### src/rtl/riscv_pkg.sv
// Shared types and constants for the fetch slice: word width, fetch FSM states
// and the {addr,data} entry carried through the instruction buffer.
package riscv_pkg;
  localparam int              XLEN         = 32;
  localparam logic [XLEN-1:0] RESET_PC_DEF = 32'h0000_0000;
  localparam logic [XLEN-1:0] INST_NOP     = 32'h0000_0013;

  typedef enum logic [1:0] {BOOT, RUN, DRAIN} fetch_state_e;

  typedef struct packed {
    logic [XLEN-1:0] addr;
    logic [XLEN-1:0] data;
  } fetch_ent_t;
endpackage

### src/rtl/if_fetch_if.sv
// Instruction-memory port: valid/ready request plus fixed-latency response pulse.
interface if_fetch_if;
  import riscv_pkg::*;

  logic            req_valid;
  logic            req_ready;
  logic [XLEN-1:0] req_addr;
  logic            rsp_valid;
  logic [XLEN-1:0] rsp_data;

  modport master (output req_valid, req_addr, input req_ready, rsp_valid, rsp_data);
  modport slave  (input req_valid, req_addr, output req_ready, rsp_valid, rsp_data);
endinterface

### src/rtl/fetch_buf.sv
// Small sync FIFO of fetched {addr,data} entries; flush beats push.
module fetch_buf
  import riscv_pkg::*;
#(
  parameter int DEPTH = 2,
  localparam int AW   = $clog2(DEPTH)
) (
  input  logic       clk,
  input  logic       rst_n,
  input  logic       push,
  input  logic       pop,
  input  logic       flush,
  input  fetch_ent_t wdata,
  output fetch_ent_t rdata,
  output logic [AW:0] count,
  output logic       full,
  output logic       empty
);
  fetch_ent_t  mem [DEPTH];
  logic [AW:0] wptr, rptr;

  assign count = wptr - rptr;
  assign full  = (count == (AW+1)'(DEPTH));
  assign empty = (count == '0);
  assign rdata = mem[rptr[AW-1:0]];

  // Caller guarantees push only when there is room (or a pop frees one).
  always_ff @(posedge clk or negedge rst_n) begin
    if (!rst_n) begin
      wptr <= '0;
      rptr <= '0;
      for (int i = 0; i < DEPTH; i++) mem[i] <= '0;
    end else if (flush) begin
      wptr <= '0;
      rptr <= '0;
    end else begin
      if (push) begin
        mem[wptr[AW-1:0]] <= wdata;
        wptr              <= wptr + 1'b1;
      end
      if (pop && !empty) rptr <= rptr + 1'b1;
    end
  end
endmodule

### src/rtl/if_fetch.sv
// Instruction fetch: PC, single-outstanding imem requests and a buffer toward decode.
// Redirects flush the buffer; a request already on the bus is drained and its data dropped.
module if_fetch
  import riscv_pkg::*;
#(
  parameter logic [XLEN-1:0] RESET_PC  = RESET_PC_DEF,
  parameter int              BUF_DEPTH = 2
) (
  input  logic            clk,
  input  logic            rst_n,
  input  logic            jmp,
  input  logic [XLEN-1:0] new_inst_addr,
  if_fetch_if.master      imem,
  output logic            inst_valid,
  input  logic            inst_ready,
  output logic [XLEN-1:0] inst,
  output logic [XLEN-1:0] inst_addr
);
  localparam int AW = $clog2(BUF_DEPTH);

  fetch_state_e    state, state_nxt;
  logic [XLEN-1:0] pc, hold_addr, out_addr;
  logic            outstanding, req_hold;
  logic            issue_now, push, pop, accept, rsp_take, need_drain;
  logic            full, empty;
  logic [AW:0]     count;
  logic [AW+1:0]   occ;
  fetch_ent_t      head, wr_ent;

  assign accept     = imem.req_valid && imem.req_ready;
  assign rsp_take   = imem.rsp_valid && outstanding;
  // A redirect must drain if a request stays on the bus past this edge.
  assign need_drain = (outstanding && !imem.rsp_valid) || req_hold;
  assign occ        = {1'b0, count} + (AW+2)'(outstanding);
  assign pop        = inst_valid && inst_ready;
  assign wr_ent     = '{addr: out_addr, data: imem.rsp_data};

  always_ff @(posedge clk or negedge rst_n) begin
    if (!rst_n) state <= BOOT;
    else        state <= state_nxt;
  end

  always_comb begin
    state_nxt = state;
    unique case (state)
      BOOT:    state_nxt = RUN;
      RUN:     if (jmp && need_drain) state_nxt = DRAIN;
      DRAIN:   if (jmp)           state_nxt = need_drain ? DRAIN : RUN;
               else if (rsp_take) state_nxt = RUN;
      default: state_nxt = BOOT;
    endcase
  end

  // A retiring response frees the single outstanding slot in the same cycle.
  always_comb begin
    issue_now      = 1'b0;
    push           = 1'b0;
    imem.req_valid = 1'b0;
    imem.req_addr  = '0;
    if (state == RUN && !req_hold && !jmp && (!outstanding || rsp_take) &&
        occ < (AW+2)'(BUF_DEPTH))
      issue_now = 1'b1;
    if (rsp_take && state != DRAIN && !jmp && (!full || pop)) push = 1'b1;
    if (req_hold) begin
      imem.req_valid = 1'b1;
      imem.req_addr  = hold_addr;
    end else if (issue_now) begin
      imem.req_valid = 1'b1;
      imem.req_addr  = pc;
    end
  end

  always_ff @(posedge clk or negedge rst_n) begin
    if (!rst_n) begin
      pc          <= RESET_PC;
      outstanding <= 1'b0;
      req_hold    <= 1'b0;
      hold_addr   <= '0;
      out_addr    <= '0;
    end else begin
      req_hold <= imem.req_valid && !imem.req_ready;
      if (issue_now) hold_addr <= pc;
      if (accept) begin
        outstanding <= 1'b1;
        out_addr    <= imem.req_addr;
      end else if (imem.rsp_valid) begin
        outstanding <= 1'b0;
      end
      // A stale request accepted during DRAIN must not advance the new stream.
      if (jmp)                         pc <= new_inst_addr & ~XLEN'(3);
      else if (accept && state == RUN) pc <= pc + XLEN'(4);
    end
  end

  fetch_buf #(.DEPTH(BUF_DEPTH)) u_buf (
    .clk   (clk),
    .rst_n (rst_n),
    .push  (push),
    .pop   (pop),
    .flush (jmp),
    .wdata (wr_ent),
    .rdata (head),
    .count (count),
    .full  (full),
    .empty (empty)
  );

  assign inst_valid = !empty;
  assign inst       = head.data;
  assign inst_addr  = head.addr;
endmodule
### src/flat_wrapper.sv
// flat-port wrapper written by rule: the top's interface ports become plain ports
module if_fetch_flat import riscv_pkg::*;
#(
  parameter logic [XLEN-1:0] RESET_PC  = RESET_PC_DEF,
  parameter int              BUF_DEPTH = 2
)
  (clk, rst_n, jmp, new_inst_addr, inst_valid, inst_ready, inst, inst_addr, imem_req_valid, imem_req_addr, imem_req_ready, imem_rsp_valid, imem_rsp_data);
  if_fetch_if imem_i ();
  input  logic clk;
  input  logic rst_n;
  input  logic jmp;
  input  logic [XLEN-1:0] new_inst_addr;
  output logic inst_valid;
  input  logic inst_ready;
  output logic [XLEN-1:0] inst;
  output logic [XLEN-1:0] inst_addr;
  output wire logic [$bits(imem_i.req_valid)-1:0] imem_req_valid;
  output wire logic [$bits(imem_i.req_addr)-1:0] imem_req_addr;
  input wire logic [$bits(imem_i.req_ready)-1:0] imem_req_ready;
  input wire logic [$bits(imem_i.rsp_valid)-1:0] imem_rsp_valid;
  input wire logic [$bits(imem_i.rsp_data)-1:0] imem_rsp_data;
  assign imem_req_valid = imem_i.req_valid;
  assign imem_req_addr = imem_i.req_addr;
  assign imem_i.req_ready = imem_req_ready;
  assign imem_i.rsp_valid = imem_rsp_valid;
  assign imem_i.rsp_data = imem_rsp_data;
  if_fetch #(.RESET_PC(RESET_PC), .BUF_DEPTH(BUF_DEPTH)) u_core (.clk(clk), .rst_n(rst_n), .jmp(jmp), .new_inst_addr(new_inst_addr), .imem(imem_i), .inst_valid(inst_valid), .inst_ready(inst_ready), .inst(inst), .inst_addr(inst_addr));
endmodule
### config.mk
export PLATFORM = sky130hd
export DESIGN_NAME = if_fetch_flat
export DESIGN_NICKNAME = d
export VERILOG_FILES = /design/src/rtl/riscv_pkg.sv /design/src/rtl/if_fetch_if.sv /design/src/rtl/fetch_buf.sv /design/src/rtl/if_fetch.sv /design/src/flat_wrapper.sv
export SDC_FILE = /design/constraint.sdc
export NUM_CORES = 1
export LEC_CHECK = 0
export BUFFER_PORTS_ARGS = -buffer_cell sky130_fd_sc_hd__buf_2
export CAP_MARGIN = 10
export CORE_AREA = 2 2 134 136
export CTS_CLUSTER_DIAMETER = 120
export DETAILED_ROUTE_END_ITERATION = 7
export DIE_AREA = 0 0 136 138
export PLACE_DENSITY_LB_ADDON = 0.05
export SLEW_MARGIN = 20
export SYNTH_ARGS = -nofsm -noshare
export SYNTH_HDL_FRONTEND = slang
export SYNTH_SLANG_ARGS = --single-unit
### constraint.sdc
create_clock -name clk -period 5.7 [get_ports clk]
set_clock_uncertainty 0.05 [all_clocks]
set_input_delay 0.57 -clock clk [delete_from_list [all_inputs] [get_ports clk]]
set_output_delay 0.57 -clock clk [all_outputs]
set_load 0.005 [all_outputs]
==> Yosys cells after proc, flatten, opt, wreduce, memory -nomap -nowiden <==
Cells that the tools add are included.
{ "totals": {"ff_bits": 232, "latchBits": 0, "mem_bits_rw": 0, "rom_bits": 0, "input_bits": 70, "out_inout_bits": 98, "word_cells": 89, "n_memories": 0} }
{ "classes": {"addsub": 5, "n_mul": 0, "div": 0, "n_lt_le_gt_ge": 4, "n_eq_ne": 6, "n_shift": 0, "n_mux": 25, "bitwise": 3, "n_reduce_logical": 34} }
{ "op_table": {"columns": ["op", "count"], "rows": [
  ["$mux W64", 4],
  ["$bwmux W128", 1],
  ["$mux W32", 4],
  ["$demux W64 S1", 1],
  ["$add A32 B3 Y32 const B", 1],
  ["$logic_and A1 B1 Y1", 16],
  ["$mux W2", 8],
  ["$reduce_bool A2 Y1", 4],
  ["$logic_not A1 Y1", 7],
  ["$mux W1", 6],
  ["$pmux W2 S3", 1],
  ["$add A2 B1 Y2 const B", 2],
  ["$eq A2 B2 Y1 const B", 2],
  ["$ge A2 B2 Y1 const B", 2],
  ["$logic_not A2 Y1", 2],
  ["$not A1 Y2", 2],
  ["$reduce_and A2 Y1", 2],
  ["$add A2 B1 Y3", 1],
  ["$logic_or A1 B1 Y1", 3],
  ["$lt A3 B2 Y1 const B", 1],
  ["$ne A3 B2 Y1 const B", 1],
  ["$eq A2 B1 Y1 const B", 1],
  ["$lt A2 B1 Y1 const B", 1],
  ["$ne A2 B1 Y1 const B", 1],
  ["other kinds (3)", 3]
]} }

==> Depth between registers and ports, before layout <==
Gate-level depths: netlist of the first run.
{ "depth": {"ltp_word": 12, "mapped_depth": 9, "ltp_nobuf": 7} }

==> Hierarchy <==
Synthesis of the first run repeated with hierarchy kept, for this count alone.
{ "unflattened": {"hier_cells": 789, "hier_area_um2": 10782.8} }
{ "modules_own_cells": {"columns": ["mod", "instances", "cells_each", "area_per_inst_um2", "seq_area_each_um2"], "rows": [
  ["fetch_buf", 1, 372, 6115.9, 3303.2],
  ["if_fetch", 1, 417, 4667.0, 2377.3]
]} }

==> Least setup slack after synthesis of the first run <==
OpenSTA, ideal clock, no wires.
{ "synth_timing": {"path_type": "flip-flop to output port", "from": "reg u_core.u_buf.wptr[0]", "to": "out imem_req_addr[10]", "arrival_time_ps": 1682, "t_required_ps": 5080, "setup_slack_ps": 3398, "path_stages_with_launch": 8, "path_buffers": 2, "cell_sequence": "dfrtp_1 inv_1 ha_1 xnor3_1 and3b_1 clkbuf_1 clkbuf_1 a22o_1"} }
{ "synth_via": {"elab_chain_cells": 7} }
{ "synth_lines": {"columns": ["item", "line_no", "source"], "rows": [
  ["start: declaration", "fetch_buf.sv:20", "logic [AW:0] wptr, rptr;"],
  ["start signal: assignment", "fetch_buf.sv:39", "wptr <= wptr + 1'b1;"],
  ["$sub A2 B2 Y2", "fetch_buf.sv:22", "assign count = wptr - rptr;"],
  ["$add A2 B1 Y3", "if_fetch.sv:34", "assign occ = {1'b0, count} + (AW+2)'(outstanding);"],
  ["$lt A3 B2 Y1", "if_fetch.sv:61", "occ < (AW+2)'(BUF_DEPTH))"],
  ["$logic_and A1 B1 Y1", "if_fetch.sv:60", "if (state == RUN && !req_hold && !jmp && (!outstanding || rsp_take) &&"],
  ["$mux W1", "if_fetch.sv:60", null],
  ["$mux W32", "if_fetch.sv:67", "end else if (issue_now) begin"],
  ["$mux W32", "if_fetch.sv:64", "if (req_hold) begin"],
  ["end: declaration", "flat_wrapper.sv:18", "output wire logic [$bits(imem_i.req_addr)-1:0] imem_req_addr;"]
]} }
No other way between the ends.

==> Worst setup path after layout of the first run <==
{ "layout_timing": {"from": "reg u_core.u_buf.wptr[0]", "to": "out imem_req_addr[17]"} }
Same word-level chain as after synthesis.

==> impl_metrics.csv, run 1 <==
group,metric,value,unit
worst_hold_path,min_path_type,"input pin to async pin",
cts,cts_tree,"done",
floorplanning,die-area,18800,um2
final_layout,post_route_cells_drive_above_1_share,0.482,
cts,cts_max_path_buffers,3,
cts,post_cts_resize_count,0,
timing,layout_min_cycle_time,3.54,ns
final_layout,number_of_diodes_added_for_antenna_fixing,0,
synth,synthSimpleGateAreaFrac,0.0469,
final_layout,finish.cell_count_without_fillers,1150,
synth,syn-cell-area,10200,um2
synth,synth_seq_area_share,0.554,
synth,ys_async_sr_fraction,1.00,
synth,postSynthRegisterBits,225,
cts,cts_root_buffer,"clkbuf_16",
run,maxCapViolations,0,
detailed_routing,via_count,6595,
setup_path,slowest_stage,"and3b_2",
detailed_routing,routed_wl,21600,um
timing,total_negative_setup_slacks,0,ns
timing,fin_worst_hold_slack,0.0575,ns
cts,insertion_delay,0.51,ns
floorplanning,number_of_placed_i_o_pins,168,
synth,ys.warnings.count,0,
final_layout,multiInputGateArea,4260,um2
timing,setup_violations,0,
synth,synthDistinctLibCells,48,
setup_path,required,5.08,ns
detailed_routing,ant_nets,0,
cts,clock_sink_count,225,
setup_path,cp_num_buf_inv,3,
run_status,run_status,"finished, final reports clean",
floorplanning,die-width,136,um
place,place.port_buffers,163,
place,gp_congestion,0.849,
setup_path,critical_path_class,"flop to primary output",
cts,post-cts-setup-buffer-count,0,
final_layout,seq_area,5630,um2
cts,holdBufCountCts,0,
synth,biggest_area_contributors_in_the_synthesized_netlist,"dfrtp_1 55%, mux2_2 24%, a22o_1 5.3%",
place,dp_hpwl,14200,um
setup_path,critical-path-max-stage-delay,0.60,ns
timing,tightestPinTransition,1.00,ns
timing,timing.final.crit_share,0.621,
floorplanning,row_count,49,
detailed_routing,drt-wirelength-per-cell,18.8,um
detailed_routing,drt_iter0_markers,248,
setup_path,startpoint_type,"flop",
detailed_routing,route.detailed.vias_per_inst,5.73,
synth,post_synth_edffs,0,
synth,netlist.area_leader.share,0.554,
synth,fraction_of_the_mapped_netlist_area_in_compound_gates,0.0987,
global_routing,grt_start_max_net_pins,114,
floorplanning,chipHeight,138,um
setup_path,crit_arrival,2.92,ns
place,dp.cells,1106,
timing,timing.fmax,0.282,GHz
timing,report.final.slew_viol_count,0,
synth,synth_largest_area_cell,"dfrtp_1",
cts,htreeDepth,1,
final_layout,finish.net_count,975,
timing,grt_setup_unrepaired,"no",
pwr,p_leak,5.66,nW
final_layout,area_growth,17.5,%
synth,synth.area.mux_share,0.246,
synth,yosys_most_used_dff,"dfrtp_1",
floorplanning,initial_core_util,0.580,
synth,dominant_combinational_cell_family_by_area_after_synthesis,"multiplexers",
synth,synthesis.instances,762,
detailed_routing,detail_route.drc_violations,0,
timing,normalized_max_slew_margin,0.331,
pwr,power_density,510,nW/um2
synth,post_synth_fa_ha_maj_area_fraction,0.00246,
cts,clk_transition_reported_paths,0.06,ns
setup_path,critical_path.cell_chain,"inv_1 > ha_1 > xnor3_1 > and3b_2 > buf_4 > a22o_1 > buf_2",
floorplanning,floorplan.core_area,17500,um2
pwr,fin_total_pwr,6.09,mW
setup_path,timing.critical_path.max_delay_family,"buffers and inverters",
detailed_routing,drt-pass1-iter-count,4,
setup_path,critPathCaptureType,"primary output",
cts,clock_buffers_created_by_tritoncts,24,
global_routing,antenna_found_initial,0,
global_routing,global_route.overflow_total,0,
synth,avgSynthCellArea,13.3,um2
global_routing,grt_first_pass_wirelength,35000,um
timing,hold_viol_final,0,
final_layout,fillerInstances,1311,
setup_path,cp_max_fo,32,
synth,synthXorXnorAreaFrac,0.0238,
pwr,worst_ir_drop_vdd,277,uV
global_routing,grt_use_total,0.231,
global_routing,first_global_vias,6772,
final timing paths:
path                                           start                    to  slack (ns)  cells past startpoint
max in group asynchronous                      rst_n  u_core.u_buf.mem[99]        4.23                      2
min in group clk                   new_inst_addr[17]         u_core.pc[17]        0.21                      3
worst min register to register  u_core.u_buf.mem[47]  u_core.u_buf.mem[47]        0.45                      1
worst max register to register  u_core.u_buf.wptr[0]         u_core.pc[29]        2.79                      7
worst min-delay path                           rst_n   u_core.u_buf.mem[5]        0.06                      1
worst max-delay path            u_core.u_buf.wptr[0]     imem_req_addr[17]        2.16                      7
per-layer routing:
layer | up-vias | global-route usage | share of wire
li1 | 3079 | - | -
met1 | 3301 | 0.319 | 0.44
met2 | 181 | 0.389 | 0.48
met3 | 34 | 0.0341 | 0.056
met4 | 0 | 0.0554 | 0.020
met5 | - | 0 | 0
where the power goes:
part	internal, mW	switching, mW
sequential	2.19	0.356
combinational	1.10	0.812
clock	1.01	0.621
registers in the layout, summed over array words and instances (netlist names):
| register | cells |
|---|---|
| u_core.hold_addr | 30 |
| u_core.req_hold | 1 |
| u_core.pc | 30 |
| u_core.out_addr | 31 |
| u_core.u_buf.mem | 126 |
| u_core.outstanding | 1 |
| u_core.u_buf.rptr | 2 |
| u_core.u_buf.wptr | 2 |
| u_core.state | 2 |
metrics by stage:
step / area, um2 / worst slack, ns / util
3_3_place_gp: 11100 / 2.34 / 0.633
6_report: 11900 / 2.16 / 0.681
3_5_place_dp: 11100 / 2.26 / 0.633
4_1_cts: 11900 / 2.16 / 0.681
2_1_floorplan: 10200 / 3.40 / -
5_1_grt: 11900 / 1.99 / 0.681
cells by family after synthesis:
logic type	after synthesis
flip-flops	225
AO/OA/AOI/OAI	130
adder cells (fa/ha/maj)	2
XOR/XNOR	26
multiplexers	222
buffers and inverters	67
other	1
AND/OR/NAND/NOR	89
cells in the final DEF, fill, tap and decap left out, types with 4 or more instances in the layout:
| cell type | netlist | final |
|---|---|---|
| inv_1 | 10 | 10 |
| nand4_1 | 6 | 6 |
| a22o_1 | 61 | 61 |
| clkbuf_16 | 0 | 25 |
| nand3_1 | 10 | 10 |
| clkbuf_8 | 0 | 6 |
| nand2_1 | 35 | 35 |
| or4_1 | 4 | 4 |
| nor2_1 | 8 | 7 |
| a2111oi_0 | 5 | 5 |
| buf_2 | 18 | 162 |
| dfrtp_1 | 225 | 224 |
| xnor2_1 | 21 | 21 |
| o21ai_0 | 30 | 30 |
| a31oi_1 | 5 | 5 |
| a211oi_1 | 9 | 9 |
| o31ai_1 | 4 | 4 |
| mux2_2 | 221 | 221 |
| buf_4 | 3 | 8 |
| clkinv_2 | 0 | 7 |
| xor2_1 | 4 | 4 |
synth_stat cells (2+ instances only):
library cell,n
o21a_1,3
nand4_1,6
or4_1,4
a2111oi_0,5
a21boi_0,3
buf_2,18
nor2_1,8
a31oi_1,5
clkbuf_1,34
ha_1,2
nor3_1,2
a22o_1,61
or3_1,3
nand2_1,35
inv_1,10
nand2b_1,3
dfrtp_1,225
nor2b_1,3
o31ai_1,4
nand3_1,10
buf_4,3
and2_1,2
and4_1,2
a2111oi_2,3
a2111oi_1,2
xnor2_1,21
o21ai_0,30
mux2_2,221
a211oi_1,9
xor2_1,4
and3_1,3
a21o_1,2
area by class of cell:
type                    instances  area share
inverters                      10     0.00314
clock inverters                10      0.0105
clock buffers                  34      0.0602
flip-flops and latches        225       0.471
repair buffers                171      0.0741
multi-input cells             471       0.357
well taps                     229      0.0240
No activity file was read; power rests on OpenSTA's default activity.
==> run 2, diff against run 1 <==
Settings changed: CORE_AREA 2 2 134 136 to 2 2 145 147, DIE_AREA 0 0 136 138 to 0 0 147 149.
Clock period 5.7 ns to 3.19 ns, I/O delays scaled along.
==> impl_metrics.csv, run 2 (synthesized netlist as in run 1, its figures left out) <==
group,metric,value,unit
final_layout,fillerInstances,1693,
setup_path,endpoint,"imem_req_addr[2]",
setup_path,rr_worst_depth,7,
setup_path,critical-path-max-stage-delay,0.42,ns
final_layout,finish.net_count,1009,
floorplanning,die-width,147,um
cts,cts_root_buffer,"clkbuf_16",
detailed_routing,routed_wl,22800,um
place,dp.cells,1161,
detailed_routing,detail_route.drc_violations,0,
run_status,run_status,"finished, final reports clean",
setup_path,slowest_stage,"dfrtp_1",
worst_hold_path,min_path_type,"input pin to flop",
floorplanning,row_count,53,
place,place.port_buffers,163,
pwr,fin_total_pwr,11.0,mW
setup_path,cp_max_fo,24,
pwr,p_leak,5.81,nW
timing,timing.fmax,0.344,GHz
setup_path,worstSetupStartpoint,"u_core.u_buf.wptr[0]",
floorplanning,number_of_placed_i_o_pins,168,
final_layout,largest_register_ffs,126,
global_routing,grt_first_pass_wirelength,36800,um
cts,cts_max_path_buffers,3,
final_layout,finish.cell_count_without_fillers,1230,
global_routing,global_route.overflow_total,0,
detailed_routing,route.detailed.vias_per_inst,5.48,
timing,total_negative_setup_slacks,0,ns
setup_path,reg2reg_setup_slack,0.44,ns
setup_path,startpoint_type,"flop",
timing,normalized_max_slew_margin,0.363,
cts,htreeDepth,1,
final_layout,multiInputGateArea,4260,um2
final_layout,final_cell_mix,"224 x dfrtp_1, 221 x mux2_2, 162 x buf_2",
cts,clock_buffers_created_by_tritoncts,24,
cts,clk_transition_reported_paths,0.06,ns
global_routing,grt_use_total,0.207,
timing,fin_ws,0.285,ns
final_layout,most_frequent_standard_cell_in_the_layout_excluding_fill_and_tap_cells,"dfrtp_1",
cts,insertion_delay,0.50,ns
detailed_routing,via_count,6744,
cts,clock_sink_count,225,
global_routing,first_global_vias,7109,
timing,timing.final.crit_share,0.911,
detailed_routing,drt-pass1-iter-count,5,
final_layout,number_of_diodes_added_for_antenna_fixing,0,
pwr,power_density,887,nW/um2
detailed_routing,drt-wirelength-per-cell,18.5,um
global_routing,antenna_found_initial,0,
timing,setup_violations,0,
setup_path,required,2.82,ns
timing,report.final.slew_viol_count,0,
place,dp_hpwl,14800,um
global_routing,grt_start_max_net_pins,91,
setup_path,crit_reg_reg_startpoint,"u_core.u_buf.wptr[0]",
final_layout,largest_registers,"u_core.u_buf.mem: 126 flops, u_core.out_addr: 31 flops",
final_layout,largest_register,"u_core.u_buf.mem",
place,gp_congestion,0.859,
timing,grt_setup_unrepaired,"no",
final_layout,area_growth,21.6,%
final_layout,seq_area,5630,um2
timing,layout_min_cycle_time,2.90,ns
timing,hold_viol_final,0,
setup_path,critical_path_class,"flop to primary output",
floorplanning,chipHeight,149,um
detailed_routing,ant_nets,0,
place,dp_worst_slack,0.427,ns
final_layout,post_route_cells_drive_above_1_share,0.470,
setup_path,crit_arrival,2.54,ns
detailed_routing,drt_iter0_markers,326,
cts,post_cts_resize_count,0,
floorplanning,die-area,21900,um2
setup_path,critPathCaptureType,"primary output",
floorplanning,floorplan.core_area,20600,um2
pwr,worst_ir_drop_vdd,431,uV
run,maxCapViolations,0,
timing,tightestPinTransition,0.956,ns
setup_path,reg_to_reg_critical_path_endpoint,"u_core.pc[20]",
floorplanning,initial_core_util,0.495,
worst_hold_path,min-delay-start,"imem_rsp_data[27]",
cts,cts_tree,"done",
setup_path,critical_path.cell_chain,"inv_1 > ha_1 > xnor3_1 > and3b_2 > buf_4 > a22o_1 > buf_2",
-- run 2: changes by cell type in the layout (fill, tap and decap cells not counted) --
cell and delta:
clkinv_2 -5, clkbuf_8 +1, dlygate4sd3_1 +25, buf_4 +6, buf_12 +3, clkbuf_1 +4
-- run 2: area by class of cell --
cell class              count  share of cell area
repair buffers            205               0.100
inverters                  10             0.00304
clock inverters             5             0.00810
flip-flops and latches    225               0.455
clock buffers              39              0.0605
multi-input cells         471               0.345
well taps                 275              0.0278
-- run 2: critical path, delay by kind of cell, from the launching register on --
family	cells	cell delay [ns]
AOI/OAI and AO/OA	1	0.24
xor gates and xnor gates	1	0.30
adders and majority gates	1	0.20
buffers and inverters	3	0.51
DFF	1	0.42
and+or+nand+nor	1	0.36
-- run 2: per-layer routing --
metal / up-vias / GRT usage / wire length (um) / share of wire
li1: 3149 / - / - / -
met1: 3402 / 0.277 / 10200 / 0.45
met2: 163 / 0.363 / 11200 / 0.49
met3: 30 / 0.0257 / 902 / 0.040
met4: 0 / 0.0529 / 442 / 0.019
met5: - / 0 / 0 / 0
-- run 2: worst min path at each step --
| stage | slack, ns | to | depth (start not counted) |
|---|---|---|---|
| 2_1_floorplan | -0.03 | u_core.hold_addr[10] | 0 |
| 3_3_place_gp | 0.32 | u_core.u_buf.mem[7] | 1 |
| 3_5_place_dp | 0.33 | u_core.u_buf.mem[71] | 1 |
| 4_1_cts | 0.0002 | u_core.u_buf.mem[89] | 2 |
| 5_1_grt | 0.004 | u_core.u_buf.mem[12] | 2 |
| 6_report | 0.02 | u_core.u_buf.mem[27] | 2 |
-- run 2: what timing repair did --
item	CTS	global route
hold buffers	25	0
hold endpoints to repair	111	0
buffers inserted	0	0
-- run 2: stage by stage --
stage / utilization / cell area, um2 / hold slack [ns]
after floorplan: - / 10200 / -0.0266
after global placement: 0.548 / 11300 / 0.324
after detailed placement: 0.548 / 11300 / 0.328
after CTS: 0.601 / 12400 / 0.000188
after global routing: 0.601 / 12400 / 0.00445
final: 0.601 / 12400 / 0.0173
-- run 2: report_power, final --
part	internal, mW	switching, mW	leakage, nW
combinational	2.01	1.49	2.55
clock	1.84	1.07	0.417
sequential	3.92	0.632	2.85
total	7.78	3.19	5.81
==> run 3, diff against run 2 <==
Settings changed: CORE_AREA 2 2 145 147 to 2 2 148 150, DIE_AREA 0 0 147 149 to 0 0 150 152, SYNTH_HIERARCHICAL from default to 1.
==> impl_metrics.csv, run 3 <==
group,metric,value,unit
pwr,total_switching_power,3.16,mW
setup_path,reg_to_reg_critical_path_endpoint,"u_core/u_buf/mem[105]",
timing,timing.final.crit_share,0.952,
floorplanning,initial_core_util,0.505,
detailed_routing,drt_iter0_markers,385,
final_layout,finish.net_count,1052,
cts,clock_sink_count,227,
final_layout,most_frequent_standard_cell_in_the_layout_excluding_fill_and_tap_cells,"dfrtp_1",
timing,normalized_max_slew_margin,0.354,
synth,post_synth_fa_ha_maj_area_fraction,0.00232,
setup_path,endpoint,"imem_req_addr[22]",
cts,cts_root_buffer,"clkbuf_16",
place,dp_hpwl,15300,um
timing,grt_setup_unrepaired,"no",
pwr,p_leak,6.30,nW
setup_path,critical_path.cell_chain,"ha_4 > inv_1 > nand2b_1 > a2111oi_4 > and2_4 > buf_12 > a22o_1 > buf_2",
detailed_routing,detail_route.drc_violations,0,
synth,ys.warnings.count,6,
pwr,clockPowerShare,0.247,
setup_path,critical-path-max-stage-delay,0.49,ns
synth,fraction_of_the_mapped_netlist_area_in_compound_gates,0.0502,
setup_path,critical_path_class,"flop to primary output",
final_layout,finish.instance_area,13000,um2
setup_path,startpoint_type,"flop",
cts,clock_buffers_created_by_tritoncts,25,
floorplanning,die-area,22800,um2
cts,htreeDepth,1,
global_routing,grt_use_total,0.207,
synth,avgSynthCellArea,13.7,um2
timing,setup_violations,0,
final_layout,area_growth,20.3,%
timing,timing.fmax,0.329,GHz
floorplanning,die-width,150,um
synth,yosys_most_used_dff,"dfrtp_1",
global_routing,grt_start_max_net_pins,96,
setup_path,critPathCaptureType,"primary output",
floorplanning,number_of_placed_i_o_pins,168,
timing,fin_worst_hold_slack,0.0151,ns
setup_path,rr_worst_depth,8,
place,gp_congestion,0.883,
timing,layout_min_cycle_time,3.04,ns
worst_hold_path,min_path_type,"input pin to flop",
detailed_routing,route.detailed.vias_per_inst,5.47,
final_layout,largest_registers,"u_core/u_buf/mem: 128 flops, u_core/out_addr: 31 flops",
synth,synthSimpleGateAreaFrac,0.0676,
synth,synth_top_cells_by_count,"227 x dfrtp_1, 192 x mux2_2, 60 x mux2_4",
place,place.port_buffers,163,
pwr,seq_power_share,0.411,
synth,netlist.area_leader.share,0.527,
setup_path,cp_max_fo,26,
synth,synthDistinctLibCells,55,
setup_path,worstSetupStartpoint,"u_core/u_buf/rptr[0]",
floorplanning,row_count,54,
cts,clk_transition_reported_paths,0.06,ns
synth,post_synth_edffs,0,
synth,synthesis.instances,789,
setup_path,reg2reg_setup_slack,0.36,ns
synth,synth_seq_area_share,0.527,
final_layout,final_cell_mix,"225 x dfrtp_1, 192 x mux2_2, 162 x buf_2",
pwr,internal_power,7.45,mW
global_routing,global_route.overflow_total,0,
timing,hold_viol_final,0,
detailed_routing,ant_nets,0,
global_routing,first_global_vias,7344,
pwr,switching_share,0.298,
global_routing,antenna_found_initial,0,
global_routing,grt_first_pass_wirelength,38400,um
final_layout,largest_register_ffs,128,
floorplanning,chipHeight,152,um
pwr,worst_ir_drop_vdd,447,uV
cts,insertion_delay,0.50,ns
final_layout,number_of_diodes_added_for_antenna_fixing,0,
pwr,power.share.combinational,0.342,
detailed_routing,drt-wirelength-per-cell,18.6,um
synth,ys_async_sr_fraction,1.00,
place,post_dp_cell_area,11700,um2
run,maxCapViolations,0,
detailed_routing,drt-pass1-iter-count,4,
run_status,run_status,"finished, final reports clean",
synth,biggest_area_contributors_in_the_synthesized_netlist,"dfrtp_1 53%, mux2_2 20%, mux2_4 8.4%",
timing,fin_ws,0.152,ns
setup_path,slowest_stage,"dfrtp_4",
cts,cts_tree,"done",
detailed_routing,routed_wl,23600,um
final_layout,post_route_cells_drive_above_1_share,0.488,
timing,report.final.slew_viol_count,0,
synth,synth_largest_area_cell,"dfrtp_1",
synth,synth.area.mux_share,0.289,
final_layout,largest_register,"u_core/u_buf/mem",
floorplanning,floorplan.core_area,21400,um2
setup_path,crit_arrival,2.67,ns
setup_path,required,2.82,ns
place,dp_worst_slack,0.197,ns
synth,syn-cell-area,10800,um2
timing,total_negative_setup_slacks,0,ns
synth,dominant_combinational_cell_family_by_area_after_synthesis,"multiplexers",
setup_path,crit_reg_reg_startpoint,"u_core/u_buf/rptr[0]",
synth,yosysMostFrequentCell,"dfrtp_1",
timing,tightestPinTransition,0.969,ns
synth,postSynthRegisterBits,227,
cts,cts_max_path_buffers,3,
pwr,power_density,818,nW/um2
synth,synthXorXnorAreaFrac,0.0211,
detailed_routing,via_count,6958,
## run 3: cell type report
type | count | area [um2]
clock buffer | 36 | 727
clock inverter | 3 | 15.0
fill | 1699 | 8380
inverter | 14 | 52.6
multi-input combinational | 494 | 4730
sequential | 227 | 5690
tap | 280 | 350
timing repair buffer | 218 | 1410
## run 3: what timing repair did
| item | 4_1_cts | 5_1_grt |
|---|---|---|
| resized for setup | 11 | 3 |
| pin swaps | 0 | 2 |
| cloned | 0 | 1 |
| hold endpoints to repair | 135 | 1 |
| buffers inserted | 0 | 3 |
| hold buffers | 35 | 1 |
| setup endpoints to repair | 30 | 96 |
## run 3: worst min-delay path by stage
stage	start	to	slack, ns	depth (start not counted)
final	imem_rsp_data[25]	u_core/u_buf/mem[89]	0.02	2
after global routing	imem_rsp_data[11]	u_core/u_buf/mem[75]	0.002	2
after CTS	imem_rsp_data[25]	u_core/u_buf/mem[89]	0.00007	2
after detailed placement	rst_n	u_core/u_buf/mem[26]	0.34	1
after global placement	rst_n	u_core/u_buf/mem[23]	0.33	1
after floorplan	rst_n	u_core/hold_addr[10]	-0.03	0
## run 3: power by group through the flow
stage / combinational [mW] / sequential, mW / clock [mW]
after CTS: 3.60 / 4.36 / 2.70
after detailed placement: 3.49 / 4.40 / 0
after global routing: 3.95 / 4.49 / 2.84
final: 3.63 / 4.36 / 2.62
after floorplan: 2.41 / 4.20 / 0
after global placement: 3.40 / 4.31 / 0
## run 3: worst max-delay path, delay by kind of cell, from the launching register on
| kind | cells | cell delay [ns] |
|---|---|---|
| AOI/OAI and AO/OA | 2 | 0.55 |
| DFF | 1 | 0.49 |
| and+or+nand+nor | 2 | 0.46 |
| buffers and inverters | 3 | 0.37 |
| adders and majority gates | 1 | 0.29 |
## run 3: logic make-up after synthesis
| family | count (synthesis) |
|---|---|
| DFF | 227 |
| AOI/OAI and AO/OA | 76 |
| adders and majority gates | 2 |
| muxes | 257 |
| other | 1 |
| and+or+nand+nor | 131 |
| buffers and inverters | 69 |
| xor gates and xnor gates | 26 |
## run 3: through the flow
stage	utilization	total power, mW	instances
global placement	0.550	7.70	1193
global route	0.608	11.3	1272
floorplan	-	6.61	790
CTS	0.604	10.7	1267
finish	0.608	10.6	1272
detailed placement	0.550	7.88	1193
## run 3: layer usage
layer / track usage / wire [um] / up-vias
li1: - / - / 3221
met1: 0.298 / 10900 / 3521
met2: 0.329 / 11200 / 181
met3: 0.0348 / 1100 / 35
met4: 0.0521 / 451 / 0
met5: 0 / 0 / -
